<file path="src/rtl/mac_pkg.sv">
// Shared types and helpers for the streaming multiply-accumulate engine.
// Saturation limits are returned in a wide signed type so any OUT_W/ACC_W pair compares cleanly.
package mac_pkg;

    localparam int WIDE_W = 128;

    typedef logic signed [WIDE_W-1:0] wide_t;

    typedef struct packed {
        logic valid;
        logic first;
        logic last;
    } stage_ctrl_t;

    function automatic wide_t sat_max(input int out_w, input bit is_signed);
        if (is_signed)
            return (wide_t'(1) <<< (out_w - 1)) - wide_t'(1);
        else
            return (wide_t'(1) <<< out_w) - wide_t'(1);
    endfunction

    function automatic wide_t sat_min(input int out_w, input bit is_signed);
        if (is_signed)
            return -(wide_t'(1) <<< (out_w - 1));
        else
            return '0;
    endfunction

endpackage

</file>
<file path="src/rtl/mac_round_sat.sv">
// Combinational round-half-up, right shift and optional clamp of an accumulator value.
// Works in a wide signed domain so the rounding add can never wrap.
module mac_round_sat
    import mac_pkg::*;
#(
    parameter int ACC_W     = 40,
    parameter int OUT_W     = 16,
    parameter int OUT_SHIFT = 15,
    parameter int SIGNED    = 1,
    parameter int SATURATE  = 1
) (
    input  logic [ACC_W-1:0] acc_in,
    output logic [OUT_W-1:0] data_out,
    output logic             sat_out
);

    localparam wide_t HALF  = (OUT_SHIFT > 0) ? (wide_t'(1) <<< ((OUT_SHIFT > 0) ? OUT_SHIFT - 1 : 0)) : '0;
    localparam wide_t MAX_V = sat_max(OUT_W, SIGNED != 0);
    localparam wide_t MIN_V = sat_min(OUT_W, SIGNED != 0);

    wide_t ext;
    wide_t shifted;

    // NOTE: every output of a combinational block gets a default first, so no path can infer a latch.
    always_comb begin
        if (SIGNED != 0)
            ext = wide_t'(signed'(acc_in));
        else
            ext = wide_t'(acc_in);

        shifted  = (ext + HALF) >>> OUT_SHIFT;
        data_out = shifted[OUT_W-1:0];
        sat_out  = 1'b0;

        if (SATURATE != 0) begin
            if (shifted > MAX_V) begin
                data_out = MAX_V[OUT_W-1:0];
                sat_out  = 1'b1;
            end else if (shifted < MIN_V) begin
                data_out = MIN_V[OUT_W-1:0];
                sat_out  = 1'b1;
            end
        end
    end

endmodule

</file>
<file path="src/rtl/mac_stream_engine.sv">
// Pipelined multiply-accumulate for framed dot products with valid/ready on both sides.
// Stages: S1 operands, S2 product, S3 accumulator, then the rounded/saturated output register.
module mac_stream_engine
    import mac_pkg::*;
#(
    parameter int A_W       = 16,
    parameter int B_W       = 16,
    parameter int ACC_W     = 40,
    parameter int OUT_W     = 16,
    parameter int OUT_SHIFT = 15,
    parameter int SIGNED    = 1,
    parameter int SATURATE  = 1
) (
    input  logic             clk,
    input  logic             rst_n,
    input  logic             in_valid,
    output logic             in_ready,
    input  logic [A_W-1:0]   in_a,
    input  logic [B_W-1:0]   in_b,
    input  logic             in_first,
    input  logic             in_last,
    output logic             out_valid,
    input  logic             out_ready,
    output logic [OUT_W-1:0] out_data,
    output logic             out_sat,
    output logic [ACC_W-1:0] out_acc
);

    localparam int PROD_W = A_W + B_W;

    logic              en;
    stage_ctrl_t       ctrl1, ctrl2, ctrl3;
    logic [A_W-1:0]    a1;
    logic [B_W-1:0]    b1;
    logic [PROD_W-1:0] prod_d, prod2;
    logic [ACC_W-1:0]  prod_ext, acc, acc_next;
    logic [OUT_W-1:0]  conv_data;
    logic              conv_sat;

    // A held result freezes the whole pipeline, so nothing in flight can be overwritten.
    assign en       = ~(out_valid & ~out_ready);
    assign in_ready = en;

    always_comb begin
        if (SIGNED != 0) begin
            prod_d   = PROD_W'(signed'(a1)) * PROD_W'(signed'(b1));
            prod_ext = ACC_W'(signed'(prod2));
        end else begin
            prod_d   = PROD_W'(a1) * PROD_W'(b1);
            prod_ext = ACC_W'(prod2);
        end
        acc_next = ctrl2.first ? prod_ext : acc + prod_ext;
    end

    mac_round_sat #(
        .ACC_W    (ACC_W),
        .OUT_W    (OUT_W),
        .OUT_SHIFT(OUT_SHIFT),
        .SIGNED   (SIGNED),
        .SATURATE (SATURATE)
    ) u_round_sat (
        .acc_in  (acc),
        .data_out(conv_data),
        .sat_out (conv_sat)
    );

    // NOTE: state registers use non-blocking assignments so every stage samples pre-edge values.
    always_ff @(posedge clk) begin
        if (!rst_n) begin
            ctrl1     <= '0;
            ctrl2     <= '0;
            ctrl3     <= '0;
            acc       <= '0;
            out_valid <= 1'b0;
            out_data  <= '0;
            out_sat   <= 1'b0;
            out_acc   <= '0;
        end else if (en) begin
            ctrl1     <= stage_ctrl_t'{valid: in_valid, first: in_first, last: in_last};
            ctrl2     <= ctrl1;
            ctrl3     <= ctrl2;
            if (ctrl2.valid)
                acc <= acc_next;
            out_valid <= ctrl3.valid & ctrl3.last;
            if (ctrl3.valid && ctrl3.last) begin
                out_data <= conv_data;
                out_sat  <= conv_sat;
                out_acc  <= acc;
            end
        end
    end

    // NOTE: operand and product registers carry no reset; the stage valid bits decide whether they matter.
    always_ff @(posedge clk) begin
        if (en) begin
            a1    <= in_a;
            b1    <= in_b;
            prod2 <= prod_d;
        end
    end

endmodule

</file>
<file path="config.mk">
export PLATFORM = sky130hd
export DESIGN_NAME = mac_stream_engine
export DESIGN_NICKNAME = d
export VERILOG_FILES = /design/src/rtl/mac_pkg.sv /design/src/rtl/mac_round_sat.sv /design/src/rtl/mac_stream_engine.sv
export SDC_FILE = /design/constraint.sdc
export NUM_CORES = 1
export LEC_CHECK = 0
export ABC_AREA = 0
export BUFFER_PORTS_ARGS = -buffer_cell sky130_fd_sc_hd__buf_4
export CAP_MARGIN = 0
export CORE_UTILIZATION = 45
export CTS_CLUSTER_SIZE = 24
export DETAILED_ROUTE_END_ITERATION = 8
export PLACE_DENSITY = 0.67
export SYNTH_ARGS = -nofsm -noshare
export SYNTH_HDL_FRONTEND = slang
export SYNTH_SLANG_ARGS = --single-unit
</file>
<file path="constraint.sdc">
create_clock -name clk -period 14.67 [get_ports clk]
set_clock_uncertainty 0.05 [all_clocks]
set_input_delay 0.7335 -clock clk [delete_from_list [all_inputs] [get_ports clk]]
set_output_delay 0.7335 -clock clk [all_outputs]
set_load 0.01 [all_outputs]
</file>
==> impl_metrics.ini <==
[run_status]
status = completed

[logic_synthesis]
synth-edff-count = 64
syn_inst = 2068
ys_seq_elements = 170
yosysSeqAreaShare_pct = 21.6
avgSynthCellArea_um2 = 9.04
synthFlopType = dfxtp_1
netlist_area_um2 = 18700
yosysUniqueCellTypes = 75
yosysWarnings = 0
ys_async_sr_fraction_pct = 0
synth_nets = 2491

[detailed_routing]
drt-met1-wl_um = 21300
drcViolationCount = 0
vias = 13900
post_drt_via_cell_ratio = 5.26
drt-total-wl_um = 43500
dr.pass1.iters = 5
top_layer_used = met4
dr_wl_met2_um = 19500
routedWlPerCell_um = 16.5
initialDrtViolationCount = 851
drtAntennaViolNets = 0
wl_met3_um = 2110

[critical_path]
required_ns = 14.86
crit_slowest_cell = edfxtp_1
critPathCaptureType = flop
crit_family = adder cells
crit_path_max_incr_delay_ns = 0.66
path_cells = and2_1, fa_1, inv_1, fa_1, fa_1, inv_1, fa_1, fa_1, inv_1, fa_1, inv_1, ha_1, a22o_1, or4_1, a2111o_1, a41o_1, a21o_1, a311oi_1, o21bai_1, a21oi_1, xnor2_1
cp_common_cell = fa_1
cp_num_buf_inv = 4
crit_fanout = 16
worst-setup-path-type = flop to flop
start_kind = flop
arrival_ns = 7.46

[clock_network]
cts_hold_buffers = 0
cts.sinks = 170
clockBufferDepth = 2
path_clk_slew_ns = 0.09
cts_root_buf = clkbuf_16
postCtsSetupBuffers = 0
cts_tree = built
numCtsBuffers = 17
htreeDepth = 4
clk_latency_ns = 0.49
ctsResizeCount = 0

[flow_run]
maxCapViolations = 0

[floorplanning]
io_pins = 97
initial_core_util_pct = 45.7
die_area_um2 = 42400
num_rows = 74
core_area_um2 = 40900
die_h_um = 206
die_x_um = 206

[cells_and_area]
layout.nets = 2520
fillers = 3819
design_area_um2 = 20400
final_common_cell = inv_1
fin_cells = 2642
multiInputGateArea_um2 = 13000
antenna_cells = 0
drive_gt1_share_pct = 7.96
areaGrowthSynthToFinish_pct = 9.20
ff_latch_area_um2 = 4050
layout_common_cells = inv_1 (351), nand2_1 (275), fa_1 (263)

[grt]
antenna_found_initial = 0
track_usage_pct = 21.8
grt_start_max_net_pins = 64
grt_pass1_vias = 14100
gr-total-overflow = 0
grt_pass1_wl_um = 72500

[placement]
dp_hpwl_um = 34200
gp_congestion = 0.896
placed_cell_area_um2 = 19800
io_buffers = 96
post-place-ws_ns = 7.43
placedCellCount = 2610

[timing]
finalSetupViolCount = 0
min_period_ns = 7.27
drv_slew = 0
grt_setup_unrepaired = no
fin_tns_setup_ns = 0
period_share_pct = 49.6
hold_violations = 0
slew_headroom_pct = 47.2
setup_ws_ns = 7.40
fmax_mhz = 138
worst_pin_slew_ns = 0.789

[hold_path]
hold_path.class = primary input to flop
[per-layer routing]
layer / up-vias / global-route usage [%]
li1: 6736 / -
met1: 6760 / 31.0
met2: 359 / 34.0
met3: 41 / 3.47
met4: 0 / 6.67
met5: - / 0
[worst paths after layout]
check,start,to,slack [ns],depth (start not counted)
setup / recovery,a1[11],prod2[24],7.40,21
setup reg to reg,a1[11],prod2[24],7.40,21
hold / removal,in_a[15],a1[15],0.36,1
hold reg to reg,out_acc[14],out_acc[14],0.41,2
[cell type report]
class / instances / share of cell area (%)
multi-input combinational: 1453 / 63.6
sequential: 170 / 19.8
inverter: 352 / 6.47
timing repair buffer: 103 / 3.79
tap: 532 / 3.26
clock buffer: 19 / 2.27
clock inverter: 13 / 0.821
[cell usage after synthesis, types with 43 or more instances]
cell type	count	share of area, %
a21oi_1	123	3.3
xnor2_1	50	2.3
edfxtp_1	64	10
inv_1	352	7.1
a21o_1	43	1.7
nor2_1	79	1.6
fa_1	263	28
ha_1	122	8.2
and2_1	133	4.5
o21ai_0	61	1.6
clkbuf_1	85	1.7
nand2_1	275	5.5
dfxtp_1	106	11
[flip-flops by register name, summed over array words and instances, names as in the netlist]
name       cells
out_sat        1
a1            16
out_valid      1
out_data      16
acc           40
ctrl1          3
out_acc       40
ctrl2          3
prod2         32
ctrl3          2
b1            16
[worst register-to-register path, stage by stage, from the launching register on]
cell      delay [ns]
edfxtp_1        0.66
and2_1          0.30
fa_1            0.53
inv_1           0.05
fa_1            0.51
fa_1            0.53
inv_1           0.05
fa_1            0.49
fa_1            0.56
inv_1           0.06
fa_1            0.53
inv_1           0.04
ha_1            0.39
a22o_1          0.28
or4_1           0.39
a2111o_1        0.38
a41o_1          0.22
a21o_1          0.21
a311oi_1        0.40
o21bai_1        0.12
a21oi_1         0.20
xnor2_1         0.08
[kinds of logic after synthesis]
group	share of synthesized area (%)
simple gates	15.6
fa+ha+maj	36.3
mux	0.161
buf+inv	9.00
xor+xnor	3.80
flops	21.6
compound gates	13.5
[stage by stage]
step           hold slack (ns)  util [%]
4_1_cts                  0.325      49.9
3_3_place_gp             0.396      48.3
2_1_floorplan            0.391         -
5_1_grt                  0.340      49.9
3_5_place_dp             0.401      48.3
6_report                 0.365      49.9
Power is not shown: default switching activity piles up to over one toggle a cycle in this logic, so the estimate is an artifact.
